### src/rtl/decode_pipe_if.sv
// Decode-stage bus: fetch slot, writeback, forwarding sources in; hazard,
// redirect and ID/EX register contents out.
interface decode_pipe_if #(
  parameter int XLEN        = 32,
  parameter int STALL_CNT_W = 16
);
  logic                   valid_F;
  logic [XLEN-1:0]        PCmas4_F;
  logic [31:0]            instr_F;
  logic                   reg_write_signal;
  logic [4:0]             write_reg;
  logic [XLEN-1:0]        write_data;
  logic [XLEN-1:0]        dato_EXE;
  logic [XLEN-1:0]        dato_MEM;
  logic [4:0]             dir_Rd_EXE;
  logic [4:0]             dir_Rd_MEM;
  logic                   RegWrite_EXE;
  logic                   RegWrite_MEM;
  logic                   MemRead_EXE;
  logic                   MemRead_MEM;
  logic                   stall_F;
  logic                   Select_PC;
  logic [XLEN-1:0]        dir_salto;
  logic                   valid_E;
  logic                   RegWrite_E;
  logic                   ALUSrc_E;
  logic                   MemRead_E;
  logic                   MemWrite_E;
  logic                   illegal_E;
  logic [2:0]             ALUControl_E;
  logic [XLEN-1:0]        Rs1_E;
  logic [XLEN-1:0]        Rs2_E;
  logic [XLEN-1:0]        imm_E;
  logic [4:0]             rd_E;
  logic [STALL_CNT_W-1:0] stall_count;

  modport master (
    output valid_F, PCmas4_F, instr_F, reg_write_signal, write_reg, write_data,
           dato_EXE, dato_MEM, dir_Rd_EXE, dir_Rd_MEM,
           RegWrite_EXE, RegWrite_MEM, MemRead_EXE, MemRead_MEM,
    input  stall_F, Select_PC, dir_salto, valid_E, RegWrite_E, ALUSrc_E,
           MemRead_E, MemWrite_E, illegal_E, ALUControl_E, Rs1_E, Rs2_E,
           imm_E, rd_E, stall_count
  );

  modport slave (
    input  valid_F, PCmas4_F, instr_F, reg_write_signal, write_reg, write_data,
           dato_EXE, dato_MEM, dir_Rd_EXE, dir_Rd_MEM,
           RegWrite_EXE, RegWrite_MEM, MemRead_EXE, MemRead_MEM,
    output stall_F, Select_PC, dir_salto, valid_E, RegWrite_E, ALUSrc_E,
           MemRead_E, MemWrite_E, illegal_E, ALUControl_E, Rs1_E, Rs2_E,
           imm_E, rd_E, stall_count
  );
endinterface

### src/rtl/decode_pipe.sv
// Decode stage: IF/ID register, register file, decoder, operand forwarding,
// load-use hazard stall, branch resolution and the ID/EX register.
module decode_pipe #(
  parameter int XLEN        = 32,
  parameter int NREG        = 32,
  parameter int STALL_CNT_W = 16
) (
  input logic          clk,
  input logic          reset,
  decode_pipe_if.slave bus
);
  localparam int AW = (NREG > 1) ? $clog2(NREG) : 1;

  localparam logic [6:0] OP_R      = 7'b0110011;
  localparam logic [6:0] OP_I      = 7'b0010011;
  localparam logic [6:0] OP_LOAD   = 7'b0000011;
  localparam logic [6:0] OP_STORE  = 7'b0100011;
  localparam logic [6:0] OP_BRANCH = 7'b1100011;

  localparam logic [2:0] ALU_ADD = 3'b000;
  localparam logic [2:0] ALU_SUB = 3'b001;
  localparam logic [2:0] ALU_AND = 3'b010;
  localparam logic [2:0] ALU_OR  = 3'b011;
  localparam logic [2:0] ALU_XOR = 3'b100;
  localparam logic [2:0] ALU_SLT = 3'b101;
  localparam logic [2:0] ALU_SLL = 3'b110;
  localparam logic [2:0] ALU_SRL = 3'b111;

  function automatic logic [STALL_CNT_W-1:0] sat_inc(input logic [STALL_CNT_W-1:0] v);
    return (&v) ? v : v + 1'b1;
  endfunction

  function automatic logic [2:0] alu_of_funct3(input logic [2:0] f3);
    case (f3)
      3'b001:  return ALU_SLL;
      3'b010:  return ALU_SLT;
      3'b100:  return ALU_XOR;
      3'b101:  return ALU_SRL;
      3'b110:  return ALU_OR;
      3'b111:  return ALU_AND;
      default: return ALU_ADD;
    endcase
  endfunction

  logic                   valid_D;
  logic [XLEN-1:0]        PCmas4_D;
  logic [31:0]            instr_D;
  logic [XLEN-1:0]        regs [NREG];

  logic [6:0]             opcode;
  logic [2:0]             funct3;
  logic [4:0]             rs1_a, rs2_a, rd_a;
  logic                   f7b5;
  logic [XLEN-1:0]        imm_i, imm_s, imm_b, imm_sel;
  logic                   is_r, is_i, is_load, is_store, is_branch, legal;
  logic [2:0]             alu_op;
  logic                   use_rs1, use_rs2;
  logic [XLEN-1:0]        rf1, rf2;
  logic signed [XLEN-1:0] op_rs1, op_rs2;
  logic                   haz_exe, haz_mem, stall, cond, take, bubble;
  logic [STALL_CNT_W-1:0] stall_cnt;

  // ---- IF/ID register
  always_ff @(posedge clk) begin
    if (reset)       valid_D <= 1'b0;
    else if (!stall) valid_D <= bus.valid_F & ~take;
  end

  always_ff @(posedge clk) begin
    if (!stall) begin
      PCmas4_D <= bus.PCmas4_F;
      instr_D  <= bus.instr_F;
    end
  end

  // ---- Decode
  assign opcode = instr_D[6:0];
  assign rd_a   = instr_D[11:7];
  assign funct3 = instr_D[14:12];
  assign rs1_a  = instr_D[19:15];
  assign rs2_a  = instr_D[24:20];
  assign f7b5   = instr_D[30];
  assign imm_i  = {{(XLEN-12){instr_D[31]}}, instr_D[31:20]};
  assign imm_s  = {{(XLEN-12){instr_D[31]}}, instr_D[31:25], instr_D[11:7]};
  assign imm_b  = {{(XLEN-13){instr_D[31]}}, instr_D[31], instr_D[7],
                   instr_D[30:25], instr_D[11:8], 1'b0};

  always_comb begin
    is_r = 1'b0; is_i = 1'b0; is_load = 1'b0; is_store = 1'b0; is_branch = 1'b0;
    legal   = 1'b0;
    alu_op  = ALU_ADD;
    imm_sel = '0;
    case (opcode)
      OP_R: begin
        is_r   = 1'b1;
        legal  = (funct3 != 3'b011) && !(funct3 == 3'b101 && f7b5);
        alu_op = (funct3 == 3'b000 && f7b5) ? ALU_SUB : alu_of_funct3(funct3);
      end
      OP_I: begin
        is_i    = 1'b1;
        legal   = (funct3 != 3'b011) && !(funct3 == 3'b101 && f7b5);
        alu_op  = alu_of_funct3(funct3);
        imm_sel = imm_i;
      end
      OP_LOAD: begin
        is_load = 1'b1;
        legal   = (funct3 == 3'b010);
        imm_sel = imm_i;
      end
      OP_STORE: begin
        is_store = 1'b1;
        legal    = (funct3 == 3'b010);
        imm_sel  = imm_s;
      end
      OP_BRANCH: begin
        is_branch = 1'b1;
        legal     = (funct3 != 3'b010) && (funct3 != 3'b011);
        alu_op    = ALU_SUB;
        imm_sel   = imm_b;
      end
      default: ;
    endcase
  end

  assign use_rs1 = is_r | is_i | is_load | is_store | is_branch;
  assign use_rs2 = is_r | is_store | is_branch;

  // Same-cycle writeback is visible to the reader; x0 is hardwired.
  always_comb begin
    rf1 = regs[rs1_a[AW-1:0]];
    if (rs1_a == 5'd0) rf1 = '0;
    else if (bus.reg_write_signal && bus.write_reg == rs1_a) rf1 = bus.write_data;
    rf2 = regs[rs2_a[AW-1:0]];
    if (rs2_a == 5'd0) rf2 = '0;
    else if (bus.reg_write_signal && bus.write_reg == rs2_a) rf2 = bus.write_data;
  end

  // EXE is younger than MEM, so it wins when both target the source.
  always_comb begin
    op_rs1 = rf1;
    if (rs1_a != 5'd0 && bus.RegWrite_MEM && bus.dir_Rd_MEM == rs1_a) op_rs1 = bus.dato_MEM;
    if (rs1_a != 5'd0 && bus.RegWrite_EXE && bus.dir_Rd_EXE == rs1_a) op_rs1 = bus.dato_EXE;
    op_rs2 = rf2;
    if (rs2_a != 5'd0 && bus.RegWrite_MEM && bus.dir_Rd_MEM == rs2_a) op_rs2 = bus.dato_MEM;
    if (rs2_a != 5'd0 && bus.RegWrite_EXE && bus.dir_Rd_EXE == rs2_a) op_rs2 = bus.dato_EXE;
  end

  assign haz_exe = bus.MemRead_EXE && bus.dir_Rd_EXE != 5'd0 &&
                   ((use_rs1 && bus.dir_Rd_EXE == rs1_a) || (use_rs2 && bus.dir_Rd_EXE == rs2_a));
  assign haz_mem = is_branch && bus.MemRead_MEM && bus.dir_Rd_MEM != 5'd0 &&
                   ((use_rs1 && bus.dir_Rd_MEM == rs1_a) || (use_rs2 && bus.dir_Rd_MEM == rs2_a));
  assign stall   = valid_D & (haz_exe | haz_mem);

  always_comb begin
    case (funct3)
      3'b000:  cond = (op_rs1 == op_rs2);
      3'b001:  cond = (op_rs1 != op_rs2);
      3'b100:  cond = (op_rs1 < op_rs2);
      3'b101:  cond = (op_rs1 >= op_rs2);
      3'b110:  cond = ($unsigned(op_rs1) < $unsigned(op_rs2));
      3'b111:  cond = ($unsigned(op_rs1) >= $unsigned(op_rs2));
      default: cond = 1'b0;
    endcase
  end

  assign take   = valid_D & is_branch & cond & ~stall;
  assign bubble = stall | ~valid_D | ~legal;

  assign bus.stall_F     = stall;
  assign bus.Select_PC   = take;
  assign bus.dir_salto   = PCmas4_D - XLEN'(4) + imm_b;
  assign bus.stall_count = stall_cnt;

  // ---- ID/EX register
  always_ff @(posedge clk) begin
    if (reset || bubble) begin
      bus.valid_E      <= 1'b0;
      bus.RegWrite_E   <= 1'b0;
      bus.ALUSrc_E     <= 1'b0;
      bus.MemRead_E    <= 1'b0;
      bus.MemWrite_E   <= 1'b0;
      bus.ALUControl_E <= '0;
      bus.Rs1_E        <= '0;
      bus.Rs2_E        <= '0;
      bus.imm_E        <= '0;
      bus.rd_E         <= '0;
      bus.illegal_E    <= !reset && valid_D && !legal && !stall;
    end else begin
      bus.valid_E      <= 1'b1;
      bus.RegWrite_E   <= is_r | is_i | is_load;
      bus.ALUSrc_E     <= is_i | is_load | is_store;
      bus.MemRead_E    <= is_load;
      bus.MemWrite_E   <= is_store;
      bus.ALUControl_E <= alu_op;
      bus.Rs1_E        <= op_rs1;
      bus.Rs2_E        <= op_rs2;
      bus.imm_E        <= imm_sel;
      bus.rd_E         <= (is_r | is_i | is_load) ? rd_a : 5'd0;
      bus.illegal_E    <= 1'b0;
    end
  end

  always_ff @(posedge clk) begin
    if (reset)      stall_cnt <= '0;
    else if (stall) stall_cnt <= sat_inc(stall_cnt);
  end

  always_ff @(posedge clk) begin
    if (reset) begin
      for (int i = 0; i < NREG; i++) regs[i] <= '0;
    end else if (bus.reg_write_signal && bus.write_reg != 5'd0) begin
      regs[bus.write_reg[AW-1:0]] <= bus.write_data;
    end
  end
endmodule

### src/flat_wrapper.sv
// flat-port wrapper written by rule: the top's interface ports become plain ports
module decode_pipe_flat 
#(
  parameter int XLEN        = 32,
  parameter int NREG        = 32,
  parameter int STALL_CNT_W = 16
)
  (clk, reset, bus_valid_F, bus_PCmas4_F, bus_instr_F, bus_reg_write_signal, bus_write_reg, bus_write_data, bus_dato_EXE, bus_dato_MEM, bus_dir_Rd_EXE, bus_dir_Rd_MEM, bus_RegWrite_EXE, bus_RegWrite_MEM, bus_MemRead_EXE, bus_MemRead_MEM, bus_stall_F, bus_Select_PC, bus_dir_salto, bus_valid_E, bus_RegWrite_E, bus_ALUSrc_E, bus_MemRead_E, bus_MemWrite_E, bus_illegal_E, bus_ALUControl_E, bus_Rs1_E, bus_Rs2_E, bus_imm_E, bus_rd_E, bus_stall_count);
  decode_pipe_if #(.XLEN(XLEN), .STALL_CNT_W(STALL_CNT_W)) bus_i ();
  input logic clk;
  input logic reset;
  input wire logic [$bits(bus_i.valid_F)-1:0] bus_valid_F;
  input wire logic [$bits(bus_i.PCmas4_F)-1:0] bus_PCmas4_F;
  input wire logic [$bits(bus_i.instr_F)-1:0] bus_instr_F;
  input wire logic [$bits(bus_i.reg_write_signal)-1:0] bus_reg_write_signal;
  input wire logic [$bits(bus_i.write_reg)-1:0] bus_write_reg;
  input wire logic [$bits(bus_i.write_data)-1:0] bus_write_data;
  input wire logic [$bits(bus_i.dato_EXE)-1:0] bus_dato_EXE;
  input wire logic [$bits(bus_i.dato_MEM)-1:0] bus_dato_MEM;
  input wire logic [$bits(bus_i.dir_Rd_EXE)-1:0] bus_dir_Rd_EXE;
  input wire logic [$bits(bus_i.dir_Rd_MEM)-1:0] bus_dir_Rd_MEM;
  input wire logic [$bits(bus_i.RegWrite_EXE)-1:0] bus_RegWrite_EXE;
  input wire logic [$bits(bus_i.RegWrite_MEM)-1:0] bus_RegWrite_MEM;
  input wire logic [$bits(bus_i.MemRead_EXE)-1:0] bus_MemRead_EXE;
  input wire logic [$bits(bus_i.MemRead_MEM)-1:0] bus_MemRead_MEM;
  output wire logic [$bits(bus_i.stall_F)-1:0] bus_stall_F;
  output wire logic [$bits(bus_i.Select_PC)-1:0] bus_Select_PC;
  output wire logic [$bits(bus_i.dir_salto)-1:0] bus_dir_salto;
  output wire logic [$bits(bus_i.valid_E)-1:0] bus_valid_E;
  output wire logic [$bits(bus_i.RegWrite_E)-1:0] bus_RegWrite_E;
  output wire logic [$bits(bus_i.ALUSrc_E)-1:0] bus_ALUSrc_E;
  output wire logic [$bits(bus_i.MemRead_E)-1:0] bus_MemRead_E;
  output wire logic [$bits(bus_i.MemWrite_E)-1:0] bus_MemWrite_E;
  output wire logic [$bits(bus_i.illegal_E)-1:0] bus_illegal_E;
  output wire logic [$bits(bus_i.ALUControl_E)-1:0] bus_ALUControl_E;
  output wire logic [$bits(bus_i.Rs1_E)-1:0] bus_Rs1_E;
  output wire logic [$bits(bus_i.Rs2_E)-1:0] bus_Rs2_E;
  output wire logic [$bits(bus_i.imm_E)-1:0] bus_imm_E;
  output wire logic [$bits(bus_i.rd_E)-1:0] bus_rd_E;
  output wire logic [$bits(bus_i.stall_count)-1:0] bus_stall_count;
  assign bus_i.valid_F = bus_valid_F;
  assign bus_i.PCmas4_F = bus_PCmas4_F;
  assign bus_i.instr_F = bus_instr_F;
  assign bus_i.reg_write_signal = bus_reg_write_signal;
  assign bus_i.write_reg = bus_write_reg;
  assign bus_i.write_data = bus_write_data;
  assign bus_i.dato_EXE = bus_dato_EXE;
  assign bus_i.dato_MEM = bus_dato_MEM;
  assign bus_i.dir_Rd_EXE = bus_dir_Rd_EXE;
  assign bus_i.dir_Rd_MEM = bus_dir_Rd_MEM;
  assign bus_i.RegWrite_EXE = bus_RegWrite_EXE;
  assign bus_i.RegWrite_MEM = bus_RegWrite_MEM;
  assign bus_i.MemRead_EXE = bus_MemRead_EXE;
  assign bus_i.MemRead_MEM = bus_MemRead_MEM;
  assign bus_stall_F = bus_i.stall_F;
  assign bus_Select_PC = bus_i.Select_PC;
  assign bus_dir_salto = bus_i.dir_salto;
  assign bus_valid_E = bus_i.valid_E;
  assign bus_RegWrite_E = bus_i.RegWrite_E;
  assign bus_ALUSrc_E = bus_i.ALUSrc_E;
  assign bus_MemRead_E = bus_i.MemRead_E;
  assign bus_MemWrite_E = bus_i.MemWrite_E;
  assign bus_illegal_E = bus_i.illegal_E;
  assign bus_ALUControl_E = bus_i.ALUControl_E;
  assign bus_Rs1_E = bus_i.Rs1_E;
  assign bus_Rs2_E = bus_i.Rs2_E;
  assign bus_imm_E = bus_i.imm_E;
  assign bus_rd_E = bus_i.rd_E;
  assign bus_stall_count = bus_i.stall_count;
  decode_pipe #(.XLEN(XLEN), .NREG(NREG), .STALL_CNT_W(STALL_CNT_W)) u_core (.clk(clk), .reset(reset), .bus(bus_i));
endmodule
### config.mk
export PLATFORM = sky130hd
export DESIGN_NAME = decode_pipe_flat
export DESIGN_NICKNAME = d
export VERILOG_FILES = /design/src/rtl/decode_pipe_if.sv /design/src/rtl/decode_pipe.sv /design/src/flat_wrapper.sv
export SDC_FILE = /design/constraint.sdc
export NUM_CORES = 2
export LEC_CHECK = 0
export BUFFER_PORTS_ARGS = -buffer_cell sky130_fd_sc_hd__buf_2
export CORE_ASPECT_RATIO = 1.2
export CORE_MARGIN = 10
export CORE_UTILIZATION = 55
export CTS_CLUSTER_DIAMETER = 120
export DETAILED_ROUTE_END_ITERATION = 16
export PLACE_DENSITY = 0.75
export SYNTH_ARGS = -nofsm -noshare
export SYNTH_HDL_FRONTEND = slang
export SYNTH_SLANG_ARGS = --single-unit
### constraint.sdc
create_clock -name clk -period 6.6 [get_ports clk]
set_input_delay 0.99 -clock clk [delete_from_list [all_inputs] [get_ports clk]]
set_output_delay 0.99 -clock clk [all_outputs]
set_load 0.02 [all_outputs]
Word level (Yosys, flattened, before mapping)
Memories as Yosys holds them, arrays and structs flattened. A register that Yosys moved wholly into a read port is not among the register bits. Cells that the tools add are included.

Register bits after elaboration: 191. Memory bits (writable): 1024. Input port bits: 183. Output and inout port bits: 160. Logic and storage cells: 145. Memories kept: 1.

Add/subtract/negate cells: 3. Order comparisons: 4. Eq/ne operators: 21. Multiplexer cells: 30. Bitwise operators: 22. Reductions and logical operators: 49.

Memory list: u_core.regs (depth 32, bits a word 32, read ports 2, clocked after Yosys merged registers in 2, wr ports 32, line decode_pipe.sv:48) `logic [XLEN-1:0] regs [NREG];`.

Operators with widths (count): $mux W32 (9); $pmux W32 S3 (1); $ge A32 B32 Y1 (2); $lt A32 B32 Y1 (2); $add A32 B32 Y32 (1); $eq A32 B32 Y1 (1); $ne A32 B32 Y1 (1); $reduce_or A32 Y1 (1); $sub A32 B3 Y32 const B (1); $eq A5 B5 Y1 (6); $logic_and A1 B1 Y1 (27); $reduce_bool A5 Y1 (5); $pmux W3 S6 (1); $add A16 B1 Y16 const B (1); $reduce_and A16 Y1 (1); $mux W5 (3); $eq A7 B6 Y1 const B (2); $eq A3 B3 Y1 const B (4); $mux W1 (12); $or A1 B1 Y1 (11); $logic_not A5 Y1 (2); $pmux W3 S3 (1); $reduce_or A2 Y1 (4); $eq A7 B2 Y1 const B (1); other kinds (14) (29).

Logic depth before layout (Yosys ltp)
Depth in word-level cells: 15. Gate-level depth with buffers: 20. Mapped depth without buffers: 17.

Least setup slack after synthesis
Ideal clock, no wire load.

Path type: input -> output. Start: input port bus_write_reg[2]. End: output port bus_Select_PC. Arrival time: 4.878 ns. Required time: 5.610 ns. Path slack: 0.732 ns. Cell stages on the path: 19. Path buffers: 3. Cell sequence: clkbuf_1 xor2_1 nor4_1 and3_1 buf_1 clkbuf_1 o21ai_0 mux2i_1 a21oi_1 nor2b_1 ha_1 nand4_1 or4_1 a21o_1 a41oi_1 a211oi_1 a31o_2 a22o_1 nor2_1.

Longest elaborated chain between the ends: 10. Elaborated cells between the ends (all ways): 21. Classes of those cells: order compare: 4; eq/ne: 4; mux: 9; bitwise: 2; reduce/logical: 2.

Ends and longest elaborated chain: start, declared (line flat_wrapper.sv:16) `input wire logic [$bits(bus_i.write_reg)-1:0] bus_write_reg;`; $eq A5 B5 Y1 (*) (line decode_pipe.sv:132) `else if (bus.reg_write_signal && bus.write_reg == rs1_a) rf1 = bus.write_data;`; $logic_and A1 B1 Y1 (*) (line decode_pipe.sv:132); $mux W32 (*) (line decode_pipe.sv:132); $mux W32 (*) (line decode_pipe.sv:131) `if (rs1_a == 5'd0) rf1 = '0;`; $mux W32 (*) (line decode_pipe.sv:141) `if (rs1_a != 5'd0 && bus.RegWrite_MEM && bus.dir_Rd_MEM == rs1_a) op_rs1 = bus.dato_MEM;`; $mux W32 (*) (line decode_pipe.sv:142) `if (rs1_a != 5'd0 && bus.RegWrite_EXE && bus.dir_Rd_EXE == rs1_a) op_rs1 = bus.dato_EXE;`; via u_core.op_rs1[14] (line decode_pipe.sv:59) `logic signed [XLEN-1:0] op_rs1, op_rs2;`; $ge A32 B32 Y1 (tied with other cells) (line decode_pipe.sv:161) `3'b111: cond = ($unsigned(op_rs1) >= $unsigned(op_rs2));`; $pmux W1 S6 (*) (line decode_pipe.sv:155) `case (funct3)`; $and A1 B1 Y1 (*) (2 in series) (line decode_pipe.sv:166) `assign take = valid_D & is_branch & cond & ~stall;`; end, declared (line flat_wrapper.sv:27) `output wire logic [$bits(bus_i.Select_PC)-1:0] bus_Select_PC;`.

Mark *: on every way through the listed nets, which the timed path passes. The rest lies on a longest branch.

==> flow_summary.toml <==
[worst_setup_path]
path_class = "reg -> out"
start_kind = "flop"
crit_buf_inv = 5
path_cells = "buf_12, clkbuf_16, buf_16, mux4_2, mux4_2, mux2i_4, o21ai_2, mux2i_1, a21oi_1, nor2b_1, ha_1, nand4_1, nor4_2, nand4_1, buf_4, a41oi_4, a211oi_2, a31o_2, a22o_1, nor2_2, buf_6"
crit_arrival_ns = 5.83
worst-path-max-fanout = 8
critPathTopFamily = "multiplexers"
end_kind = "output port"
critPathMaxStageDelay_ns = 0.56
cp.required_ns = 5.61
crit_slowest_cell = "mux4_2"

[power_and_ir_drop]
p_clk_share_pct = 35.7
intPower_mw = 13.7
peakVddDrop_mv = 0.219
combPwrFrac_pct = 16.3
power_density_mw_per_mm2 = 250
seq_power_share_pct = 48.0
power_leakage_nw = 27.6
p_sw_share_pct = 26.3
p_sw_mw = 4.91

[placement]
gp_congestion = 0.971
dp.cells = 6197
placed_area_mm2 = 0.0695
io_buffers = 342
dp_hpwl_um = 144000

[sta]
period_share_pct = 103
slew_violations = 0
rsz0062_at_grt = "true"
slew_headroom_pct = 14.2
period_needed_ns = 6.82
setup_ws_ns = -0.215
max_freq_mhz = 147
max_slew.worst_pin.slew_ns = 1.29
finalSetupViolations = 1
hold_viol = 0
fin_tns_setup_ns = -0.215
finClkSkew_ns = 0.0390

[finish]
final_area_mm2 = 0.0745
area_growth_pct = 14.0
final_net_count = 5116
fill_cells = 8345
fin_cells = 6499
drive_gt1_share_pct = 31.0
mostFrequentLayoutCells = "edfxtp_1, and2_1, mux4_2, buf_2, buf_4"
final_common_cell = "edfxtp_1"

[logic_synthesis]
syn_area_per_cell_um2 = 14.4
synth.distinct_cells = 64
syn_inst = 4522
yosysWarnings = 0
synth_edf_count = 1088
synth_ff_type = "edfxtp_1"
syn_area_mm2 = 0.0653
synth-seq-cells = 1206
yosysSeqAreaShare_pct = 53.6
async_reset_ff_share_pct = 0

[route]
routedWlPerCell_um = 34.8
dr.first_iter.drc_count = 6677
vias_per_cell = 6.79
ant_nets = 0
wl_um = 226000
first_pass_iters = 6
vias = 44100
route.detailed.drc = 0

[floorplan]
start_util_pct = 55.4
die_h_um = 398
dieArea_mm2 = 0.133
die_w_um = 335
io_pins = 343
core_mm2 = 0.118
rows = 138

[global_route]
antenna_found_initial = 29
grt_pass1_vias = 44100
gr-usage-all-layers_pct = 33.5
grt_start_max_net_pins = 66
overflow = 0
grt_pass1_wl_um = 316000

[cts]
tritoncts = "done"
clk_pin_slew_ns = 0.07
ctsHoldBuffers = 0
numCtsBuffers = 117
clockBufferDepth = 3
ctsRootBufferMaster = "clkbuf_16"
clk_latency_ns = 0.80
cts.htree.levels = 3
clock_sinks = 1206

[outcome]
failed_checks = "negative setup slack"
status = "finished, violations left"

[min_path]
hp-class = "in -> reg"

[job]
cap_violations = 0
==> per-layer routing <==
layer  track usage [%]  wire length, µm  vias up
li1                  -                -    17600
met1              39.1            71800    22000
met2              52.8           105000     3690
met3              11.0            31300      884
met4              22.5            17700        8
met5                 0              171        -
==> worst register-to-register path, delay by kind of cell, from the launching register on <==
family	cells	cell delay (ns)
AOI/OAI and AO/OA	7	1.05
buffers and inverters	6	1.09
adders and majority gates	1	0.29
muxes	4	1.42
and+or+nand+nor	4	0.95
DFF	1	0.36
==> layout make-up <==
cell class | count | area [µm²] | share of cell area [%]
clock inverters | 60 | 552 | 0.741
flip-flops and latches | 1206 | 35100 | 47.1
repair buffers | 604 | 4680 | 6.29
well taps | 1540 | 1930 | 2.59
clock buffers | 153 | 3150 | 4.22
multi-input cells | 2789 | 28600 | 38.4
inverters | 122 | 458 | 0.615
diodes | 25 | 62.6 | 0.0840
==> Yosys cell counts, types with 4 or more instances <==
cell       number  share of area (%)
a211oi_1       13               0.15
a21o_1         14               0.16
a21oi_1        68               0.52
a22oi_1         4              0.046
a31oi_1         4              0.038
and2_1       1000                9.6
and3_1         10              0.096
and4_1          4              0.054
buf_1          25               0.14
buf_2          64               0.49
buf_4          20               0.23
clkbuf_1      327                1.9
dfxtp_1       118                3.6
edfxtp_1     1088                 50
ha_1           92                1.8
inv_1         122               0.70
mux2i_1       133                2.0
mux4_2        640                 22
nand2_1       189                1.1
nand2b_1        8              0.077
nand3_1        20               0.15
nand3b_1        5              0.057
nand4_1        14               0.13
nor2_1        118               0.68
nor2b_1       105                1.0
nor3_1         26               0.20
nor3b_1         4              0.046
nor4_1          5              0.048
o2111ai_1       4              0.054
o211ai_1        6              0.069
o21a_1          4              0.046
o21ai_0       119               0.91
or2_2          32               0.31
or3_1           6              0.057
or4_1           6              0.069
xnor2_1        41               0.55
xor2_1         26               0.35
==> final timing paths <==
path / slack, ns / startpoint / to / depth (start not counted)
worst max-delay path: -0.22 / flop / bus_Select_PC / 21
worst min-delay path: 0.39 / bus_instr_F[0] / u_core.instr_D[0] / 1
worst max register to register: 1.31 / flop / u_core.valid_D / 22
worst min register to register: 0.57 / u_core.instr_D[27] / u_core.bus.imm_E[7] / 2
==> state kept, by name, summed over array words and instances (netlist names), named ones only <==
signal                   cells
u_core.bus.imm_E            13
u_core.bus.ALUControl_E      3
u_core.bus.MemWrite_E        1
u_core.PCmas4_D             32
u_core.bus.Rs2_E            32
u_core.bus.valid_E           1
u_core.valid_D               1
u_core.bus.Rs1_E            32
u_core.bus.RegWrite_E        1
u_core.bus.ALUSrc_E          1
u_core.bus.rd_E              5
u_core.bus.illegal_E         1
u_core.regs               1024
u_core.bus.MemRead_E         1
u_core.instr_D              32
u_core.bus.stall_count      16
==> power groups by stage <==
stage | registers, mW | clock network (mW) | logic [mW]
floorplan | 8.96 | 0 | 1.83
global placement | 9.04 | 0 | 2.79
detailed placement | 9.08 | 0 | 2.81
CTS | 8.92 | 6.65 | 2.91
global route | 8.96 | 6.95 | 3.17
finish | 8.94 | 6.66 | 3.04
==> kinds of logic (layout without fill, tap and decap cells) <==
kind of cell             Yosys count  after routing  share of synthesized area (%)
buffers and inverters            558            939                           3.44
AND/OR/NAND/NOR                 1561           1561                           13.8
XOR/XNOR                          67             67                          0.898
AO/OA/AOI/OAI                    261            261                           2.33
multiplexers                     775            775                           24.1
flip-flops                      1206           1206                           53.6
adder cells (fa/ha/maj)           93             93                           1.79
other                              1             57                        0.00574
==> repair_timing <==
action	in CTS	in global routing
resized for setup	49	48
setup buffers	18	34
endpoints found under the setup margin	1	1
gates cloned	9	5
pin swaps	6	20
==> per-stage QoR <==
step           setup slack, ns  power (mW)  hold WS [ns]  util [%]
5_1_grt                 -0.288        19.1         0.372      63.1
2_1_floorplan            0.732        10.8         0.448         -
6_report                -0.215        18.6         0.386      63.2
3_3_place_gp             0.271        11.8         0.514      58.9
3_5_place_dp             0.328        11.9         0.548      58.9
4_1_cts                 -0.155        18.5         0.361      62.6
No activity file was read; power rests on OpenSTA's default activity.
